**config.mk**
```make
export PLATFORM = sky130hd
export DESIGN_NAME = aes_out_framer_flat
export DESIGN_NICKNAME = d
export VERILOG_FILES = /design/src/rtl/aes_out_framer_if.sv /design/src/rtl/aes_out_framer.sv /design/src/flat_wrapper.sv
export SDC_FILE = /design/constraint.sdc
export NUM_CORES = 1
export LEC_CHECK = 0
export ABC_AREA = 1
export BUFFER_PORTS_ARGS = -buffer_cell sky130_fd_sc_hd__buf_2
export CAP_MARGIN = 15
export CORE_UTILIZATION = 35
export DETAILED_ROUTE_END_ITERATION = 8
export GPL_TIMING_DRIVEN = 0
export PLACE_DENSITY_LB_ADDON = 0.2
export SLEW_MARGIN = 25
export SYNTH_ARGS = -nofsm -noshare
export SYNTH_HDL_FRONTEND = slang
export SYNTH_SLANG_ARGS = --single-unit
```
**constraint.sdc**
```tcl
create_clock -name clk -period 17.45 [get_ports clk]
set_clock_uncertainty 0.15 [all_clocks]
set_input_delay 0 -clock clk [delete_from_list [all_inputs] [get_ports clk]]
set_output_delay 0 -clock clk [all_outputs]
set_load 0.05 [all_outputs]
```
**src/rtl/aes_out_framer_if.sv**
```systemverilog
// 32-bit word stream from the AES result framer to a host bus or UART bridge.
// master drives m_data/m_valid/m_last; slave drives m_ready.
interface aes_out_framer_if;
  logic [31:0] m_data;
  logic        m_valid;
  logic        m_ready;
  logic        m_last;

  modport master (
    output m_data,
    output m_valid,
    output m_last,
    input  m_ready
  );

  modport slave (
    input  m_data,
    input  m_valid,
    input  m_last,
    output m_ready
  );
endinterface

```
**src/rtl/aes_out_framer.sv**
```systemverilog
// Tracks AES core launches, captures 128-bit results into a FIFO and
// streams each as four 32-bit words, MSW first.
// Ports: clk, rst (async, active-low), in_valid (launch strobe),
//   core_out (128-bit core result), m (word stream, master side),
//   count (FIFO occupancy), overflow (sticky: a result was dropped).
module aes_out_framer #(
  parameter  int LATENCY = 21,
  parameter  int DEPTH   = 4,
  localparam int CW      = $clog2(DEPTH + 1),
  localparam int AW      = $clog2(DEPTH)
) (
  input  logic                clk,
  input  logic                rst,
  input  logic                in_valid,
  input  logic [127:0]        core_out,
  aes_out_framer_if.master    m,
  output logic [CW-1:0]       count,
  output logic                overflow
);

  typedef enum logic {
    IDLE,
    SEND
  } state_e;

  localparam logic [CW-1:0] FULL = CW'(DEPTH);

  state_e              state_q, state_d;
  logic [LATENCY-1:0]  vld_q, vld_d;
  logic [AW-1:0]       wr_ptr_q, rd_ptr_q;
  logic [CW-1:0]       count_q, count_d;
  logic [1:0]          idx_q, idx_d;
  logic                ovf_q;
  logic [127:0]        mem_q [DEPTH];

  logic                tap;
  logic                send;
  logic                xfer;
  logic                pop;
  logic                wr;
  logic [127:0]        head;
  logic [31:0]         word;

  // Truncating cast keeps the shift legal for LATENCY == 1.
  assign vld_d = LATENCY'({vld_q, in_valid});
  assign tap   = vld_q[LATENCY-1];

  assign send = (state_q == SEND);
  assign xfer = send && m.m_ready;
  assign pop  = xfer && (idx_q == 2'd3);
  // A full FIFO still takes the result when the head leaves this cycle.
  assign wr   = tap && ((count_q != FULL) || pop);

  assign count_d = count_q + CW'(wr) - CW'(pop);

  always_comb begin
    state_d = state_q;
    idx_d   = idx_q;
    unique case (state_q)
      IDLE: begin
        if ((count_q != '0) || wr) state_d = SEND;
      end
      SEND: begin
        if (xfer) idx_d = idx_q + 2'd1;
        if (pop && (count_d == '0)) state_d = IDLE;
      end
      default: state_d = IDLE;
    endcase
  end

  assign head = mem_q[rd_ptr_q];

  always_comb begin
    word = '0;
    unique case (idx_q)
      2'd0: word = head[127:96];
      2'd1: word = head[95:64];
      2'd2: word = head[63:32];
      2'd3: word = head[31:0];
      default: word = '0;
    endcase
  end

  // Gated by state so reset forces the bus to zero even though the
  // storage array itself is not reset.
  assign m.m_valid = send;
  assign m.m_data  = send ? word : '0;
  assign m.m_last  = send && (idx_q == 2'd3);

  assign count    = count_q;
  assign overflow = ovf_q;

  always_ff @(posedge clk or negedge rst) begin
    if (!rst) begin
      state_q  <= IDLE;
      vld_q    <= '0;
      wr_ptr_q <= '0;
      rd_ptr_q <= '0;
      count_q  <= '0;
      idx_q    <= '0;
      ovf_q    <= 1'b0;
    end else begin
      state_q <= state_d;
      vld_q   <= vld_d;
      count_q <= count_d;
      idx_q   <= idx_d;
      if (wr) wr_ptr_q <= wr_ptr_q + AW'(1);
      if (pop) rd_ptr_q <= rd_ptr_q + AW'(1);
      if (tap && !wr) ovf_q <= 1'b1;
    end
  end

  always_ff @(posedge clk) begin
    if (wr) mem_q[wr_ptr_q] <= core_out;
  end

endmodule
```
**src/flat_wrapper.sv**
```systemverilog
// flat-port wrapper written by rule: the top's interface ports become plain ports
module aes_out_framer_flat 
#(
  parameter  int LATENCY = 21,
  parameter  int DEPTH   = 4,
  localparam int CW      = $clog2(DEPTH + 1),
  localparam int AW      = $clog2(DEPTH)
)
  (clk, rst, in_valid, core_out, count, overflow, m_m_data, m_m_valid, m_m_last, m_m_ready);
  aes_out_framer_if m_i ();
  input  logic clk;
  input  logic rst;
  input  logic in_valid;
  input  logic [127:0] core_out;
  output logic [CW-1:0] count;
  output logic overflow;
  output wire logic [$bits(m_i.m_data)-1:0] m_m_data;
  output wire logic [$bits(m_i.m_valid)-1:0] m_m_valid;
  output wire logic [$bits(m_i.m_last)-1:0] m_m_last;
  input wire logic [$bits(m_i.m_ready)-1:0] m_m_ready;
  assign m_m_data = m_i.m_data;
  assign m_m_valid = m_i.m_valid;
  assign m_m_last = m_i.m_last;
  assign m_i.m_ready = m_m_ready;
  aes_out_framer #(.LATENCY(LATENCY), .DEPTH(DEPTH)) u_core (.clk(clk), .rst(rst), .in_valid(in_valid), .core_out(core_out), .m(m_i), .count(count), .overflow(overflow));
endmodule
```
==> flow_summary.toml, run 1 <==
[run_status]
outcome = "finished, final reports clean"

[sta]
holdWs_ps = 12.1
hold_viol_final = 0
finalCritPeriodShare = 0.212
rsz0062_at_grt = "no"
period_minus_slack_ps = 3690
max_freq_mhz = 271
finalSetupViolCount = 0
finalSetupTns_ps = 0
relSlewSlack = 0.494
slew_viol_final = 0
worst_pin_slew_ps = 760

[critical_path]
path_cells = "ha_1 -> clkbuf_1 -> nand2_1 -> inv_1 -> nand2_1 -> nand3_1 -> nand2_1 -> nor2_4 -> buf_16 -> buf_12 -> buf_12 -> buf_16"
crit_fanout = 20
worst-setup-path-type = "flip-flop to flip-flop"
cp-end-kind = "flip-flop"
path_buf_inv = 6
slowest_stage = "nor2_4"
crit_path_start_kind = "flip-flop"
cpMostUsedCell = "nand2_1"
r2r_slack_ps = 13760
path_delay_family = "buffers and inverters"
cp-startpoint = "u_core.idx_q[0]$_DFFE_PN0P_"
r2r-start = "u_core.idx_q[0]$_DFFE_PN0P_"
worstPathArrival_ps = 3860
critPathMaxStageDelay_ps = 530
worstPathRequired_ps = 17620

[power]
p_leak_nw = 12.1
power_density_mw_per_mm2 = 180
power.total_mw = 5.21
irDropWorstVdd_mv = 0.161

[floorplan]
die_x_um = 256
die_h_um = 256
core_mm2 = 0.0634
dieArea_mm2 = 0.0656
rows = 92
io_pins = 170
start_util = 0.356

[synthesis]
netlist_area_mm2 = 0.0226
yosysWarnings = 0
synth-xor-area-share = 0.00233
syn_area_per_cell_um2 = 11.0
synth_mux_area_frac = 0
synth_top_family_by_area = "simple AND/OR/NAND/NOR gates"
synth-seq-cells = 544
synth_seq_area_share = 0.716
synth_adder_area_share = 0.00643
syn-num-nets = 2193
netlist-cell-type-count = 21
syn_inst = 2050
synth-compound-area-share = 0.0291
synthSimpleGateAreaFrac = 0.175

[placement]
gp_congestion = 0.821
dp_hpwl_um = 44400
port_buffers = 169

[detailed_routing]
ant_nets = 0
via_per_inst = 4.63
drt_first_iter_violations = 1147
drc = 0
routedWlPerCell_um = 18.9
first_pass_iters = 5
dr_total_vias = 15700
drt-total-wl_um = 64200

[global_routing]
grt_max_degree = 33
grt_pass1_vias = 16100
grt_usage = 0.198
grt_pass1_wl_um = 97500
overflow = 0
antenna_found_initial = 5

[clock_network]
clk_latency_ps = 610
clockRootBuffer = "clkbuf_16"
cts_buffer_depth = 3
cts_buffers = 58
htreeDepth = 2
cts.sinks = 544
postCtsSetupBuffers = 0
clk_pin_slew_ps = 60
cts_tree = "done"

[hold_path]
hp-class = "primary input to flip-flop"
hold_start = "core_out[101]"

[run]
maxCapViolCount = 0

[finish]
final_common_cell = "nand2_1"
layout.nets = 2645
syn2layout_area_growth_pct = 28.5
drive_above_1_share = 0.130
layout_common_cells = "nand2_1, edfxtp_1, inv_1"
==> sequential cells by signal, summed over array words and instances, names as in the netlist <==
name and flops:
u_core.wr_ptr_q 2, u_core.vld_q 21, u_core.mem_q 512, u_core.m.m_valid 1, u_core.overflow 1, u_core.rd_ptr_q 2
u_core.idx_q 2, u_core.count 3
==> final timing paths <==
| check | endpoint | cells past startpoint |
|---|---|---|
| max in group asynchronous | u_core.idx_q[0]$_DFFE_PN0P_ | 4 |
| max | u_core.mem_q[2][55]$_DFFE_PP_ | 12 |
| min | u_core.mem_q[1][101]$_DFFE_PP_ | 2 |
| min reg2reg | u_core.vld_q[3]$_DFF_PN0_ | 0 |
| max reg2reg | u_core.mem_q[2][55]$_DFFE_PP_ | 12 |
| min in group asynchronous | u_core.overflow$_DFFE_PN0P_ | 4 |
==> cell type report <==
| cell class | instances | area, um^2 |
|---|---|---|
| fillers | 5882 | 34400 |
| repair buffers | 392 | 3530 |
| well taps | 846 | 1060 |
| clock inverters | 27 | 191 |
| clock buffers | 81 | 1630 |
| diodes | 1 | 2.50 |
| inverters | 277 | 1040 |
| multi-input cells | 1126 | 4840 |
| plain buffers | 103 | 563 |
| flip-flops and latches | 544 | 16200 |
==> repair_timing <==
| action | 4_1_cts | 5_1_grt |
|---|---|---|
| hold endpoints to repair | 551 | 0 |
| gates resized for setup | 0 | 0 |
| hold buffers | 193 | 0 |
==> logic make-up after synthesis <==
logic type,count (synthesis)
compound gates,131
xor+xnor,6
fa+ha+maj,11
buf+inv,380
flops,544
simple gates,978
==> report_power, final <==
part | internal [mW] | leakage [nW] | switching [mW]
registers | 1.71 | 5.06 | 0.0570
logic | 0.605 | 6.18 | 1.65
clock network | 0.690 | 0.888 | 0.498
total | 3.00 | 12.1 | 2.21
==> worst reg2reg max path, cell delays in order (launching register included) <==
cell and delay [ps]:
dfrtp_1 370, ha_1 150, clkbuf_1 370, nand2_1 120, inv_1 190, nand2_1 220
nand3_1 160, nand2_1 290, nor2_4 530, buf_16 240, buf_12 200, buf_12 220
buf_16 190
==> cells in the mapped netlist <==
cell | number | share of area
nand2_1 | 584 | 0.097
edfxtp_1 | 512 | 0.68
inv_1 | 276 | 0.046
nand3_1 | 225 | 0.050
nor2_1 | 167 | 0.028
o21ai_0 | 112 | 0.025
dfrtp_1 | 32 | 0.035
clkbuf_1 | 31 | 0.0052
buf_2 | 24 | 0.0053
buf_1 | 19 | 0.0032
buf_4 | 19 | 0.0063
o21ai_1 | 17 | 0.0038
buf_6 | 10 | 0.0050
ha_1 | 10 | 0.0055
xor2_1 | 5 | 0.0019
nor3_1 | 2 | 0.00044
a21oi_1 | 1 | 0.00022
fa_1 | 1 | 0.00089
inv_2 | 1 | 0.00017
o21bai_1 | 1 | 0.00033
xnor2_1 | 1 | 0.00039
==> per-layer routing <==
layer / share of wire / routed length, um / track usage / vias up
li1: - / - / - / 7645
met1: 0.44 / 28400 / 0.270 / 7570
met2: 0.47 / 30400 / 0.324 / 427
met3: 0.056 / 3610 / 0.0295 / 92
met4: 0.028 / 1830 / 0.0652 / 8
met5: 0.00081 / 52 / 0 / -
==> stage by stage <==
step / utilization / instance area, um^2 / instances / setup WS [ps]
after floorplan: - / 22600 / 2050 / 9730
after global placement: 0.386 / 24500 / 3065 / 4600
after detailed placement: 0.398 / 25300 / 3095 / 13720
after CTS: 0.458 / 29000 / 3396 / 13700
after global routing: 0.458 / 29000 / 3397 / 13440
final: 0.458 / 29000 / 3397 / 13760
Power figures use the tool's default switching activity.
==> run 2: changes to the inputs <==
==> constraint.sdc (replaced) <==
create_clock -name clk -period 3.3 [get_ports clk]
set_clock_uncertainty 0.15 [all_clocks]
set_input_delay 0 -clock clk [delete_from_list [all_inputs] [get_ports clk]]
set_output_delay 0 -clock clk [all_outputs]
set_load 0.05 [all_outputs]
==> run 2 against run 1 <==
Net effect:
- register-to-register slack got worse by 13000 ps
- critical endpoint is now m_m_data[0]
- wire length fell by 0.50%
- design area rose by 0.17%
- clock power rose to 5.6 times the previous value
- non-clock buffer count fell by 14
- largest cell class unchanged
- worst hold slack improved by 2.9 ps
- critical path type is now flip-flop to output port
==> flow_summary.toml, run 2 (synthesis results as in run 1) <==
[floorplan]
io_pins = 170
die_x_um = 256
core_mm2 = 0.0634
start_util = 0.356
die_h_um = 256
rows = 92
dieArea_mm2 = 0.0656

[finish]
layout.nets = 2630
final_common_cell = "nand2_1"
layoutNonFillerInstCount = 3380
regMostFlops = "u_core.mem_q"
layout_common_cells = "nand2_1, edfxtp_1, inv_1"
syn2layout_area_growth_pct = 28.7
fillers = 5806
largest_reg_flops = 512
drive_above_1_share = 0.144

[power]
p_leak_nw = 12.2
power_density_mw_per_mm2 = 964
irDropWorstVdd_mv = 0.779
power.total_mw = 28.0

[sta]
holdWs_ps = 15.0
period_minus_slack_ps = 3180
hold_viol_final = 0
finalCritPeriodShare = 0.964
rsz0062_at_grt = "no"
slew_viol_final = 0
relSlewSlack = 0.501
max_freq_mhz = 314
finalSetupViolCount = 0
worst_pin_slew_ps = 748
fin_ws_ps = 120

[hold_path]
hold-path-endpoint = "u_core.mem_q[0][71]$_DFFE_PP_"
hold_depth = 2
hold_start = "core_out[71]"
hp-class = "primary input to flip-flop"

[clock_network]
cts_buffers = 57
postCtsSetupBuffers = 0
cts_buffer_depth = 3
cts.sinks = 544
clockRootBuffer = "clkbuf_16"
clk_latency_ps = 610
cts_tree = "done"
htreeDepth = 2
clk_pin_slew_ps = 60

[placement]
gp_congestion = 0.831
place_inst = 3096
preCtsSetupSlack_ps = 384
dp_hpwl_um = 44600
port_buffers = 169

[detailed_routing]
ant_nets = 0
wl_met2_um = 30500
dr_total_vias = 15700
via_per_inst = 4.65
wl_met3_um = 3750
routed.top_layer = "met5"
wl_met1_um = 28100
drt_first_iter_violations = 1296
drt-total-wl_um = 63900
drc = 0
routedWlPerCell_um = 18.9
first_pass_iters = 7

[global_routing]
grt_pass1_wl_um = 96000
grt_max_degree = 33
grt_pass1_vias = 15400
grt_usage = 0.195
antenna_found_initial = 5
overflow = 0

[critical_path]
r2r-start = "u_core.idx_q[0]$_DFFE_PN0P_"
worst-setup-path-type = "flip-flop to output port"
worstPathArrival_ps = 3030
worstPathRequired_ps = 3150
rr_endpoint = "u_core.mem_q[2][69]$_DFFE_PP_"
slowest_stage = "dfrtp_1"
crit_fanout = 10
cp-startpoint = "u_core.rd_ptr_q[0]$_DFFE_PN0P_"
cp-end-kind = "output port"
crit_path_start_kind = "flip-flop"
r2r_slack_ps = 400
path_cells = "buf_4 -> inv_2 -> buf_4 -> buf_2 -> nor2_1 -> o21ai_0 -> o21ai_0 -> nor2_1 -> buf_2"
critPathMaxStageDelay_ps = 440
r2r_cells = 12

[run]
maxCapViolCount = 0

[run_status]
outcome = "finished, final reports clean"
-- run 2: cell count changes in the layout (fill, tap and decap cells not counted), sizes merged, moves of 2 or more --
cell and change:
dlygate4sd3 -15, buf -6, clkbuf +4, clkinvlp +2, bufinv +7, clkinv -8
-- run 2: area by class of cell --
type | count | area [um^2] | share of cell area
Buffer | 103 | 589 | 0.0203
Multi-Input combinational cell | 1126 | 4890 | 0.168
Sequential cell | 544 | 16200 | 0.556
Clock inverter | 27 | 387 | 0.0133
Inverter | 277 | 1040 | 0.0359
Timing Repair Buffer | 378 | 3370 | 0.116
Antenna cell | 1 | 2.50 | 0.0000861
Clock buffer | 78 | 1560 | 0.0535
Tap cell | 846 | 1060 | 0.0364
-- run 2: per-stage QoR --
stage          area [um^2]  utilization  TNS (ps)
5_1_grt              29100        0.458         0
6_report             29100        0.458         0
3_3_place_gp         24600        0.388  -1069820
4_1_cts              29000        0.458         0
3_5_place_dp         25300        0.399         0
2_1_floorplan        22700            -   -206060
-- run 2: repair_timing --
action                                 4_1_cts  5_1_grt
hold buffers                               177        1
setup endpoints to repair                    7       24
endpoints found under the hold margin      558        4
gates resized for setup                      3       15
-- run 2: power breakdown --
part | internal, mW | switching, mW | total [mW]
clock | 4.06 | 2.61 | 6.67
combinational | 3.25 | 8.78 | 12.0
sequential | 9.02 | 0.319 | 9.34
total | 16.3 | 11.7 | 28.0
-- run 2: per-layer routing --
metal,vias up,track usage
met4,8,0.0541
met5,-,0
met3,90,0.0330
met1,7555,0.265
met2,451,0.322
li1,7619,-
-- run 2: how the worst max path moves through the flow --
stage	endpoint	slack (ps)	cells past startpoint
after global placement	u_core.mem_q[2][66]$_DFFE_PP_	-2110	8
after global routing	m_m_data[1]	10	7
after detailed placement	u_core.mem_q[2][67]$_DFFE_PP_	380	12
final	m_m_data[0]	120	9
after floorplan	u_core.mem_q[0][0]$_DFFE_PP_	-420	8
after CTS	m_m_data[14]	9	10
-- run 2: critical path: cells and delay by family, from the launching register on --
kind	cells	cell delay [ps]
buf+inv	5	1200
flops	1	440
simple gates	2	410
compound gates	2	350
==> run 3: changes to the inputs <==
--- a/config.mk
+++ b/config.mk
@@ -12,6 +12,7 @@
 export DETAILED_ROUTE_END_ITERATION = 8
 export GPL_TIMING_DRIVEN = 0
 export PLACE_DENSITY_LB_ADDON = 0.2
+export RECOVER_POWER = 50
 export SLEW_MARGIN = 25
 export SYNTH_ARGS = -nofsm -noshare
 export SYNTH_HDL_FRONTEND = slang
==> run 3 against run 2 <==
Net effect:
- the run now ends with max-capacitance violations, max-slew violations left
- total power fell by 0.13%
- largest cell class unchanged
- wire length fell by 0.13%
- setup slack better by 18 ps
- critical path type unchanged
- first-iteration DRC count is 6.3% lower
==> flow_summary.toml, run 3 (synthesis results as in run 1) <==
[clock_network]
cts_buffers = 57
clk_latency_ps = 610
clk_pin_slew_ps = 60
htreeDepth = 2
clockRootBuffer = "clkbuf_16"
cts.sinks = 544
cts_buffer_depth = 3
cts_tree = "done"

[critical_path]
r2r_slack_ps = 360
r2r-start = "u_core.m.m_valid$_DFF_PN0_"
worstPathRequired_ps = 3150
cp-end-kind = "output port"
r2r_cells = 10
crit_path_start_kind = "flip-flop"
worst-setup-path-type = "flip-flop to output port"
crit_fanout = 10
rr_endpoint = "u_core.mem_q[2][67]$_DFFE_PP_"
worstPathArrival_ps = 3010

[sta]
worst_pin_slew_ps = 1740
slew_viol_final = 33
relSlewSlack = -0.159
hold_viol_final = 0
finalSetupViolCount = 0
finalCritPeriodShare = 0.958
max_freq_mhz = 316
period_minus_slack_ps = 3160
rsz0062_at_grt = "no"

[finish]
largest_reg_flops = 512
final_area_mm2 = 0.0290
drive_above_1_share = 0.108
layout_common_cells = "nand2_1, edfxtp_1, inv_1"
final_common_cell = "nand2_1"
regMostFlops = "u_core.mem_q"
syn2layout_area_growth_pct = 28.2
layout.nets = 2630

[power]
power_density_mw_per_mm2 = 967
power.total_mw = 28.0
p_leak_nw = 11.9
irDropWorstVdd_mv = 0.779

[detailed_routing]
via_per_inst = 4.61
drt-total-wl_um = 63800
first_pass_iters = 6
dr_total_vias = 15600
drc = 0
ant_nets = 0
routedWlPerCell_um = 18.9
drt_first_iter_violations = 1214

[hold_path]
hold-path-endpoint = "u_core.mem_q[0][71]$_DFFE_PP_"
hold_depth = 2
hold_start = "core_out[71]"
hp-class = "primary input to flip-flop"

[global_routing]
grt_max_degree = 33
grt_usage = 0.195
grt_pass1_wl_um = 96000
overflow = 0
antenna_found_initial = 5
grt_pass1_vias = 15400

[floorplan]
start_util = 0.356
die_x_um = 256
io_pins = 170
rows = 92
core_mm2 = 0.0634
dieArea_mm2 = 0.0656
die_h_um = 256

[placement]
gp_congestion = 0.831
dp_hpwl_um = 44600
placedInstanceArea_mm2 = 0.0253
port_buffers = 169

[run_status]
outcome = "finished with violations"
violations = "max-capacitance violations, max-slew violations"

[run]
maxCapViolCount = 1
==> run 3: changes by cell type in the layout (fill, tap and decap cells not counted) <==
cell	before	now
diode_2	1	3
buf_2	195	105
dfrtp_1	31	32
clkbuf_1	42	133
dfrtp_2	1	0
buf_12	15	14
==> run 3: routing by layer <==
layer | global-route usage | up-vias | share of wire
met4 | 0.0541 | 8 | 0.025
met2 | 0.322 | 403 | 0.48
met3 | 0.0330 | 93 | 0.056
met5 | 0 | - | 0.00063
met1 | 0.265 | 7477 | 0.44
li1 | - | 7625 | -
==> run 3: final cells by class <==
cell class | count | area [um^2]
timing repair buffer | 378 | 3240
inverter | 277 | 1040
buffer | 103 | 589
clock inverter | 27 | 387
sequential | 544 | 16200
fill | 5861 | 34500
clock buffer | 78 | 1560
multi-input combinational | 1126 | 4890
antenna | 3 | 7.51
tap | 846 | 1060
==> run 3: worst max-delay path by stage <==
| stage | startpoint | endpoint | slack [ps] | cells after the start |
|---|---|---|---|---|
| final | u_core.idx_q[0]$_DFFE_PN0P_ | m_m_data[1] | 140 | 7 |
| after floorplan | u_core.idx_q[1]$_DFFE_PN0P_ | u_core.mem_q[0][0]$_DFFE_PP_ | -420 | 8 |
| after global placement | u_core.idx_q[1]$_DFFE_PN0P_ | u_core.mem_q[2][66]$_DFFE_PP_ | -2110 | 8 |
| after CTS | u_core.rd_ptr_q[1]$_DFFE_PN0P_ | m_m_data[14] | 9 | 10 |
| after global routing | u_core.idx_q[0]$_DFFE_PN0P_ | m_m_data[1] | 10 | 7 |
| after detailed placement | u_core.idx_q[0]$_DFFE_PN0P_ | u_core.mem_q[2][67]$_DFFE_PP_ | 380 | 12 |
==> run 3: report_power, final <==
part           switching (mW)  internal [mW]  total (mW)
sequential              0.319           9.02        9.34
combinational            8.76           3.23        12.0
clock                    2.61           4.06        6.67
==> run 3: stage by stage <==
stage	setup TNS [ps]	hold WS [ps]	cells	utilization	setup slack, ps
after CTS	0	0.414	3378	0.458	8.68
after global routing	0	53.5	3380	0.456	10.7
after floorplan	-206060	-446	2050	-	-417
after global placement	-1069820	-63.3	3065	0.388	-2110
final	0	66.0	3382	0.456	138
after detailed placement	0	-53.1	3096	0.399	384
==> run 3: timing repair <==
action,4_1_cts,5_1_grt
endpoints found under the hold margin,558,4
cloned,0,0
hold buffers,177,1
buffers inserted,0,0
gates resized for setup,3,15
setup endpoints to repair,7,24
==> run 3: worst max-delay path: stages (launching register included) <==
cell and delay (ps):
dfrtp_1 400, inv_1 130, ha_1 340, clkbuf_1 420, o21ai_0 150, o21ai_0 540, nor2_2 170, buf_2 250
